## src/rtl/reg_file_ext.sv

```systemverilog
// reg_file_ext: DEPTH x DATA_WIDTH register file with single-cycle read/write handshakes,
// per-register write protection and out-of-range / collision error pulses.
module reg_file_ext #(
    parameter int                    DATA_WIDTH = 8,
    parameter int                    ADDR_WIDTH = 4,
    parameter int                    DEPTH      = 16,
    parameter logic [DATA_WIDTH-1:0] REG2_RST   = 8'b0100_0001,
    parameter logic [DATA_WIDTH-1:0] REG3_RST   = 8'b0010_0000,
    parameter logic [DEPTH-1:0]      RO_MASK    = '0
) (
    input  logic                  CLK,
    input  logic                  RST,
    input  logic                  WrEn,
    input  logic                  RdEn,
    input  logic [ADDR_WIDTH-1:0] Address,
    input  logic [DATA_WIDTH-1:0] WrData,
    output logic [DATA_WIDTH-1:0] RdData,
    output logic                  RdData_Valid,
    output logic                  Wr_Ack,
    output logic                  Addr_Err,
    output logic [DATA_WIDTH-1:0] REG0,
    output logic [DATA_WIDTH-1:0] REG1,
    output logic [DATA_WIDTH-1:0] REG2,
    output logic [DATA_WIDTH-1:0] REG3
);

    localparam int IDX_W = $clog2(DEPTH);

    logic [DATA_WIDTH-1:0] r_mem [DEPTH];
    logic [DATA_WIDTH-1:0] r_rdData;
    logic                  r_rdValid;
    logic                  r_wrAck;
    logic                  r_addrErr;

    logic [IDX_W-1:0]      w_idx;
    logic                  w_inRange;
    logic                  w_readOnly;
    logic                  w_collision;
    logic                  w_wrReq;
    logic                  w_rdReq;
    logic                  w_wrOk;
    logic                  w_err;

    // Range check uses the full address so out-of-range indices never alias onto real registers.
    assign w_idx       = Address[IDX_W-1:0];
    assign w_inRange   = ({1'b0, Address} < (ADDR_WIDTH + 1)'(DEPTH));
    assign w_readOnly  = RO_MASK[w_idx];
    assign w_collision = WrEn & RdEn;
    assign w_wrReq     = WrEn & ~RdEn;
    assign w_rdReq     = RdEn & ~WrEn;
    assign w_wrOk      = w_wrReq & w_inRange & ~w_readOnly;
    assign w_err       = w_collision
                       | (w_wrReq & ~(w_inRange & ~w_readOnly))
                       | (w_rdReq & ~w_inRange);

    always_ff @(posedge CLK or negedge RST) begin
        if (!RST) begin
            for (int i = 0; i < DEPTH; i++) begin
                r_mem[i] <= (i == 2) ? REG2_RST : (i == 3) ? REG3_RST : '0;
            end
        end else if (w_wrOk) begin
            r_mem[w_idx] <= WrData;
        end
    end

    // Out-of-range reads still complete (data 0) so the requester never waits on a handshake.
    always_ff @(posedge CLK or negedge RST) begin
        if (!RST) begin
            r_rdData  <= '0;
            r_rdValid <= 1'b0;
            r_wrAck   <= 1'b0;
            r_addrErr <= 1'b0;
        end else begin
            r_rdValid <= w_rdReq;
            r_wrAck   <= w_wrOk;
            r_addrErr <= w_err;
            if (w_rdReq) begin
                r_rdData <= w_inRange ? r_mem[w_idx] : '0;
            end
        end
    end

    assign RdData       = r_rdData;
    assign RdData_Valid = r_rdValid;
    assign Wr_Ack       = r_wrAck;
    assign Addr_Err     = r_addrErr;
    assign REG0         = r_mem[0];
    assign REG1         = r_mem[1];
    assign REG2         = r_mem[2];
    assign REG3         = r_mem[3];

endmodule

```

## config.mk

```make
export PLATFORM = sky130hd
export DESIGN_NAME = reg_file_ext
export DESIGN_NICKNAME = d
export VERILOG_FILES = /design/src/rtl/reg_file_ext.sv
export SDC_FILE = /design/constraint.sdc
export NUM_CORES = 1
export LEC_CHECK = 0
export CAP_MARGIN = 20
export CORE_MARGIN = 1.5
export CORE_UTILIZATION = 45
export DETAILED_ROUTE_END_ITERATION = 10
export GPL_ROUTABILITY_DRIVEN = 0
export GPL_TIMING_DRIVEN = 0
export HOLD_SLACK_MARGIN = 0.06
export PLACE_DENSITY = 0.67
export RECOVER_POWER = 100
export SYNTH_ARGS = -nofsm -noshare
export SYNTH_HDL_FRONTEND = slang
export SYNTH_SLANG_ARGS = --single-unit
```

## constraint.sdc

```tcl
create_clock -name CLK -period 1.2 [get_ports CLK]
set_clock_uncertainty 0.1 [all_clocks]
set_input_delay 0.12 -clock CLK [delete_from_list [all_inputs] [get_ports CLK]]
set_output_delay 0.12 -clock CLK [all_outputs]
set_load 0.02 [all_outputs]
```

# Word-level counts from Yosys, hierarchy flattened
# Memory sizes are Yosys's and may differ from the RTL's.
# Index checks and enable logic that the tools add are counted.
dict set report word_totals {
  input_bits 16
  output_inout_bits 43
  romBits 16
  n_memories 1
  register_bits 139
  wordCells 42
}
dict set report classes {
  muxes 7
  bitwise_logic 10
  n_lt_le_gt_ge 3
  n_reduce_logical 1
}
# memory depth width read_ports rd_clocked_by_memory_dff write_ports line_no
set memory_table {}
lappend memory_table {{(no name shown)} 16 1 1 0 0 47} ;# assign w_readOnly = RO_MASK[w_idx];
# operator count
set op_table {}
lappend op_table {{128-bit bitwise mux} 1}
lappend op_table {{8-bit binary-select mux with 4-bit select} 1}
lappend op_table {{8-bit demux with 4-bit select} 1}
lappend op_table {{8-bit two-way mux} 3}
lappend op_table {{1-bit AND} 5}
lappend op_table {{5-bit greater-or-equal comparator (second input constant)} 1}
lappend op_table {{4-bit by 5-bit less-than comparator with 1-bit output (second input constant)} 1}
lappend op_table {{5-bit by 1-bit less-than comparator with 1-bit output (second input constant)} 1}
lappend op_table {{4-bit NOT with 5-bit output} 1}
lappend op_table {{1-bit NOT} 3}
lappend op_table {{1-bit logical AND} 1}
lappend op_table {{1-bit two-way mux} 1}
lappend op_table {{1-bit bitwise OR} 1}

# Longest topological paths before layout
# Gate-level depths: netlist of run 1.
dict set report depth {
  depth_word 6
  mapped_depth 7
  mapped_depth_nobuf 5
}

# Worst setup path before layout of run 1
# No wires, ideal clock.
dict set report synth_timing {
  path_kind {in2reg}
  startpoint {input RdEn}
  endpoint {register r_mem[10] (netlist bit)}
  setup_slack_ns -0.225
  path_buffers 2
  required_time_ns 0.975
  setup_ns 0.125
  arrival_ns 1.200
  cell_stages 7
  cell_sequence {nand2b_4 > inv_2 > and2_1 > buf_2 > nor2b_1 > buf_2 > mux2_2}
}
dict set report synth_via {
  elab_chain_len 3
}
# item line_no
set synth_lines {}
lappend synth_lines {{start, declared} 14} ;# input logic RdEn,
lappend synth_lines {{1-bit NOT} 49} ;# assign w_wrReq = WrEn & ~RdEn;
lappend synth_lines {{1-bit AND} 49}
lappend synth_lines {{1-bit AND} 51} ;# assign w_wrOk = w_wrReq & w_inRange & ~w_readOnly;
lappend synth_lines {{via w_wrOk} 41} ;# logic w_wrOk;
lappend synth_lines {{end signal, assigned by index} 59} ;# r_mem[i] <= (i == 2) ? REG2_RST : (i == 3) ? REG3_RST : '0;
lappend synth_lines {{end signal, assigned by index} 62} ;# r_mem[w_idx] <= WrData;
lappend synth_lines {{end, declared} 29} ;# logic [DATA_WIDTH-1:0] r_mem [DEPTH];
# The timed path passes the listed nets, and every way through them passes these cells.
# A chain may end at the register's enable or synchronous reset.

# Worst setup path in the final report of run 1
dict set report layout_timing {
  startpoint {register r_mem (netlist bit REG1[4])}
  endpoint {register r_rdData[4], in the netlist RdData[4]}
}
dict set report layout_via {
  elab_chain_len 3
}
# item line_no
set layout_lines {}
lappend layout_lines {{8-bit binary-select mux with 4-bit select} 78} ;# r_rdData <= w_inRange ? r_mem[w_idx] : '0;
lappend layout_lines {{8-bit two-way mux (implied by the code) (2 in series)} 78}
lappend layout_lines {{end signal, assigned} 78}
lappend layout_lines {{end, declared} 30} ;# logic [DATA_WIDTH-1:0] r_rdData;
# No other way between the ends. The select of a mux whose other input is x is not followed.

==> results of run 1 <==
==> cell families (layout without fill, tap and decap cells) <==
family | count (synthesis) | after routing | synth area share
AOI/OAI and AO/OA | 33 | 33 | 0.0325
buffers and inverters | 60 | 194 | 0.0599
DFF | 139 | 139 | 0.533
muxes | 174 | 174 | 0.325
and+or+nand+nor | 55 | 55 | 0.0496
==> path summary, 6_finish.rpt <==
| path | startpoint | endpoint | slack [ps] | depth (start not counted) |
|---|---|---|---|---|
| min | RST | r_mem[1]$_DFFE_PN0P_ | 230 | 2 |
| min reg2reg | r_mem[14]$_DFFE_PN0P_ | r_mem[14]$_DFFE_PN0P_ | 390 | 1 |
| min in group CLK | Address[3] | RdData[3]$_DFFE_PN0P_ | 250 | 6 |
| max in group asynchronous | RST | r_mem[36]$_DFFE_PN0P_ | 20 | 3 |
| max | REG1[4]$_DFFE_PN0P_ | RdData[4]$_DFFE_PN0P_ | -250 | 3 |
| max reg2reg | REG1[4]$_DFFE_PN0P_ | RdData[4]$_DFFE_PN0P_ | -250 | 3 |
==> final cells by class <==
type | count | area, um2
sequential | 139 | 3480
fill | 1053 | 5260
multi-input combinational | 262 | 2890
clock inverter | 10 | 92.6
timing repair buffer | 106 | 1060
tap | 180 | 225
inverter | 1 | 6.26
buffer | 55 | 562
clock buffer | 22 | 464
==> worst reg2reg max path: stages, from the launching register on <==
cell	delay [ps]
dfrtp_1	380
mux4_2	460
o211ai_1	260
a31oi_1	120
==> registers in the layout (all words and copies together), names as in the netlist <==
name and cells:
Addr_Err 1, REG0 8, REG1 8, REG2 8
REG3 8, RdData 8, RdData_Valid 1, Wr_Ack 1
r_mem 96
==> routing by layer <==
metal,up-vias,share of wire,GRT usage,routed length [um]
met3,24,0.047,0.0683,760
met2,108,0.50,0.359,8130
met1,2226,0.43,0.291,7020
li1,1893,-,-,-
met5,-,0,0,0
met4,0,0.017,0.0898,273
==> cells in the final DEF (no fill, tap or decap), drive strengths merged, types with 3 or more instances in the layout <==
cell type / synthesis / routed
o221ai: 5 / 5
buf: 49 / 132
mux4: 18 / 18
o22ai: 6 / 6
nor2: 11 / 11
o211ai: 3 / 3
mux2i: 28 / 28
mux2: 128 / 128
nor2b: 8 / 8
nand2: 19 / 19
clkinv: 0 / 4
clkbuf: 10 / 39
dfstp: 3 / 3
a21oi: 8 / 8
dfrtp: 136 / 136
nand3: 6 / 6
dlygate4sd3: 0 / 4
clkdlybuf4s50: 0 / 8
clkinvlp: 0 / 4
a31oi: 11 / 11
==> where the power goes <==
part / switching, mW / total, mW / internal (mW)
Sequential: 0.545 / 6.13 / 5.59
Clock: 1.96 / 4.92 / 2.95
Combinational: 1.39 / 3.57 / 2.18
Total: 3.90 / 14.6 / 10.7
==> what timing repair did <==
action / in CTS / in global routing
setup endpoints to repair: 180 / 202
setup buffers: 29 / 13
pin swaps: 10 / 8
gates cloned: 0 / 1
endpoints found under the hold margin: 139 / 0
resized for setup: 345 / 38
hold buffers: 4 / 0
==> metrics by stage <==
stage	power [mW]	setup TNS [ps]	setup WS, ps
floorplan	8.05	-12700	-201
global placement	9.07	-884890	-5430
detailed placement	9.20	-137920	-1200
CTS	14.6	-4820	-248
global route	15.3	-31630	-306
finish	14.6	-15940	-255
==> results.json, run 1 <==
{
  "placement.cell_area_mm2": 0.00747,
  "num_antenna_cells": 0,
  "numCtsBuffers": 17,
  "dominantRegCellSynth": "dfrtp_1",
  "critPathCaptureType": "flip-flop",
  "gr-usage-all-layers": 0.226,
  "stdcell_count": 775,
  "timing.max_cap.violations": 0,
  "route.detailed.drc": 0,
  "start_util": 0.466,
  "antenna_found_initial": 0,
  "grt_overflow": 0,
  "power.density_cell_area_mw_per_mm2": 1660,
  "ys_seq_elements": 139,
  "yosys_warnings": 0,
  "fp.dieW_um": 124,
  "synthTopCellsByCount": "dfrtp_1 (136), mux2_2 (126), buf_4 (36)",
  "worst_min_delay_path_category": "in -> async",
  "setup.worst_path.class": "reg -> reg",
  "synth_enable_flop_cells": 0,
  "max-slew-margin-rel": 0.509,
  "synthesis.area_mm2": 0.00654,
  "final_net_count": 598,
  "final_hold_violating_endpoints": 0,
  "critPathMaxFanout": 2,
  "ys_seq_area_frac": 0.533,
  "synth_most_common_cell": "dfrtp_1",
  "netlist.top_cell.by_area": "dfrtp_1",
  "clk_latency_ps": 430,
  "route.antenna.remaining_nets": 0,
  "numPortBuffers": 58,
  "crit_path_cell_trace": "mux4_2 -> o211ai_1 -> a31oi_1",
  "first_global_vias": 4556,
  "worst-endpoint-required_ps": 1390,
  "worst-slew-pin-transition_ps": 736,
  "final.hold.worst_slack_ps": 228,
  "placedCellCount": 700,
  "ys_types": 33,
  "ios": 59,
  "finalInstanceArea_mm2": 0.00878,
  "violated_checks": "setup timing",
  "result_of_the_run": "complete, but fails checks",
  "finalWorstPathRequiredPeriod_ps": 1450,
  "synth.area.top_cells": "dfrtp_1 (52%), mux2_2 (22%), mux4_2 (6.2%), mux2i_1 (4.3%), buf_4 (4.1%)",
  "die_area_mm2": 0.0153,
  "vias_per_cell": 5.49,
  "synth_largest_type_area_fraction": 0.521,
  "core.rowCount": 43,
  "final_layout_size_suffix_gt1_frac": 0.585,
  "clock_sink_count": 139,
  "final_max_slew_viol_count": 0,
  "tritoncts": "yes",
  "category_of_cells_accounting_for_the_largest_share_of_critical_path_delay": "multiplexers",
  "postSynth.asyncResetShare": 1.00,
  "syn_nets": 477,
  "ir_worst_vdd_mv": 1.13,
  "drt_first_pass_iters": 4,
  "power.static_leakage_nw": 4.06,
  "fin_util": 0.626,
  "clkTransAtPathRegs_ps": 60,
  "setup_viol": 169,
  "htreeDepth": 4,
  "grt_max_degree": 93,
  "mean_cell_area_of_the_mapped_netlist_um2": 14.2,
  "worst_ep_arrival_time_ps": 1640,
  "die_extent_in_y_um": 124,
  "area_growth_syn_to_layout_pct": 34.4,
  "wl_mm": 16.2,
  "rsz0062_at_grt": "yes",
  "detail_route.iter0.violations": 332,
  "postSynthCellCount": 461,
  "final.period_utilization": 1.21,
  "avgRoutedWirePerCell_um": 20.9,
  "critPathMaxStageDelay_ps": 460,
  "grt_first_pass_wirelength_mm": 25.0,
  "dp_hpwl_mm": 10.4,
  "setup.worst_path.start_class": "flip-flop",
  "routed-via-count": 4251,
  "timing.final.ws_setup_ps": -255,
  "worstPathBufferInverterCount": 0,
  "core_mm2": 0.0140,
  "crit_path_top_delay_cell": "mux4_2",
  "clock_tree_buf_depth": 2,
  "achievable-frequency_ghz": 0.687,
  "cts-root-buf": "clkbuf_16"
}
Power figures use the tool's default switching activity.
==> run 2: changes to the inputs <==
--- a/config.mk
+++ b/config.mk
@@ -12,8 +12,8 @@
 export GPL_ROUTABILITY_DRIVEN = 0
 export GPL_TIMING_DRIVEN = 0
 export HOLD_SLACK_MARGIN = 0.06
-export PLACE_DENSITY = 0.67
-export RECOVER_POWER = 100
+export PLACE_DENSITY = 0.64
 export SYNTH_ARGS = -nofsm -noshare
 export SYNTH_HDL_FRONTEND = slang
 export SYNTH_SLANG_ARGS = --single-unit
+export TNS_END_PERCENT = 10
==> results.json, run 2 (synthesis gave the netlist of run 1 again) <==
{
  "final_net_count": 574,
  "critPathCaptureType": "flip-flop",
  "setup_viol": 54,
  "num_antenna_cells": 0,
  "mostFrequentLayoutCells": "dfrtp_1 (136), mux2_2 (114), buf_6 (76), mux2i_1 (26), mux4_2 (18)",
  "first_global_vias": 4255,
  "crit_path_cell_trace": "mux4_2 -> o211ai_1 -> a31oi_1",
  "worst-endpoint-required_ps": 1380,
  "fin_util": 0.608,
  "power.share.combinational": 0.229,
  "core.rowCount": 43,
  "route.detailed.drc": 0,
  "routed-via-count": 4098,
  "ir_worst_vdd_mv": 1.11,
  "timing.final.ws_setup_ps": -238,
  "timing.max_cap.violations": 0,
  "final.period_utilization": 1.20,
  "dp_hpwl_mm": 10.4,
  "clock_sink_count": 139,
  "ios": 59,
  "antenna_found_initial": 0,
  "swShare": 0.262,
  "result_of_the_run": "complete, but fails checks",
  "placedCellCount": 700,
  "crit_path_top_delay_cell": "mux4_2",
  "final_layout_size_suffix_gt1_frac": 0.583,
  "achievable-frequency_ghz": 0.695,
  "layout.cells.most_common": "dfrtp_1",
  "gr-usage-all-layers": 0.218,
  "power.static_leakage_nw": 3.92,
  "final_hold_violating_endpoints": 0,
  "drt_first_pass_iters": 4,
  "detail_route.iter0.violations": 220,
  "max-slew-margin-rel": 0.586,
  "p_int_mw": 10.8,
  "clock_tree_buf_depth": 2,
  "power.density_cell_area_mw_per_mm2": 1720,
  "violated_checks": "setup timing",
  "clk_latency_ps": 420,
  "critPathMaxStageDelay_ps": 470,
  "finalWorstPathRequiredPeriod_ps": 1440,
  "worstPathBufferInverterCount": 0,
  "stdcell_count": 751,
  "largest_register_ff_count": 96,
  "core_mm2": 0.0140,
  "rsz0062_at_grt": "yes",
  "setup.worst_path.class": "reg -> reg",
  "worst-slew-pin-transition_ps": 618,
  "cts-root-buf": "clkbuf_16",
  "worst_min_delay_path_category": "in -> async",
  "setup.worst_path.start_class": "flip-flop",
  "area_growth_syn_to_layout_pct": 30.6,
  "category_of_cells_accounting_for_the_largest_share_of_critical_path_delay": "multiplexers",
  "fp.dieW_um": 124,
  "seqPwrFrac": 0.418,
  "numCtsBuffers": 17,
  "clkTransAtPathRegs_ps": 60,
  "worst_ep_arrival_time_ps": 1620,
  "grt_max_degree": 105,
  "switching_power_mw": 3.85,
  "numPortBuffers": 58,
  "final_max_slew_viol_count": 0,
  "die_area_mm2": 0.0153,
  "grt_first_pass_wirelength_mm": 24.0,
  "die_extent_in_y_um": 124,
  "wl_mm": 15.4,
  "top_register": "r_mem",
  "grt_overflow": 0,
  "critPathMaxFanout": 3,
  "avgRoutedWirePerCell_um": 20.5,
  "route.antenna.remaining_nets": 0,
  "design_power_total_mw": 14.7,
  "pwr-share-clk": 0.353,
  "vias_per_cell": 5.46,
  "tritoncts": "yes",
  "dp_slack_ps": -1150,
  "htreeDepth": 4,
  "start_util": 0.466
}
[run 2: worst paths after layout]
check	start	endpoint	slack [ps]	depth (start not counted)
worst max register to register	REG0[4]$_DFFE_PN0P_	RdData[4]$_DFFE_PN0P_	-240	3
min in group CLK	WrEn	Wr_Ack$_DFF_PN0_	70	4
worst min-delay path	RST	r_mem[0]$_DFFE_PN0P_	50	2
worst max-delay path	REG0[4]$_DFFE_PN0P_	RdData[4]$_DFFE_PN0P_	-240	3
max in group asynchronous	RST	RdData[0]$_DFFE_PN0P_	140	3
worst min register to register	r_mem[94]$_DFFE_PN0P_	r_mem[94]$_DFFE_PN0P_	400	1
[run 2: stage by stage]
step,cell area (um2),TNS (ps),hold WS [ps]
6_report,8540,-4830,53.9
3_5_place_dp,7370,-135310,-62.9
4_1_cts,8370,-6170,68.9
5_1_grt,8540,-6670,68.5
3_3_place_gp,7350,-876380,369
2_1_floorplan,6540,-15030,-276
[run 2: cell type report]
cell class	count	area, um2
timing repair buffer	79	787
clock buffer	22	474
buffer	58	567
fill	1085	5510
inverter	1	8.76
tap	180	225
clock inverter	10	116
multi-input combinational	262	2880
sequential	139	3480
[run 2: power groups by stage]
stage	logic [mW]	registers [mW]	clock network [mW]
after floorplan	1.96	6.04	0
after global placement	2.89	6.14	0
after detailed placement	2.96	6.18	0
after CTS	3.26	6.13	5.24
after global routing	3.61	6.25	5.50
final	3.36	6.15	5.18
[run 2: timing repair]
item	in CTS	in global routing
cloned	1	0
hold endpoints to repair	137	0
pin swaps	10	11
setup buffers	12	4
resized for setup	313	43
endpoints found under the setup margin	180	225
hold buffers	3	0
[run 2: per-layer routing]
metal  global-route usage  share of wire
met1                0.296           0.45
met2                0.353           0.50
met3               0.0424          0.042
met4               0.0697          0.013
met5                    0              0
==> run 3: changes to the inputs <==
--- a/config.mk
+++ b/config.mk
@@ -5,6 +5,7 @@
 export SDC_FILE = /design/constraint.sdc
 export NUM_CORES = 1
 export LEC_CHECK = 0
+export ABC_CLOCK_PERIOD_IN_PS = 1200
 export CAP_MARGIN = 20
 export CORE_MARGIN = 1.5
 export CORE_UTILIZATION = 45
==> results of run 3 <==
The final DEF is identical to that of run 2; final timing and power are the same.
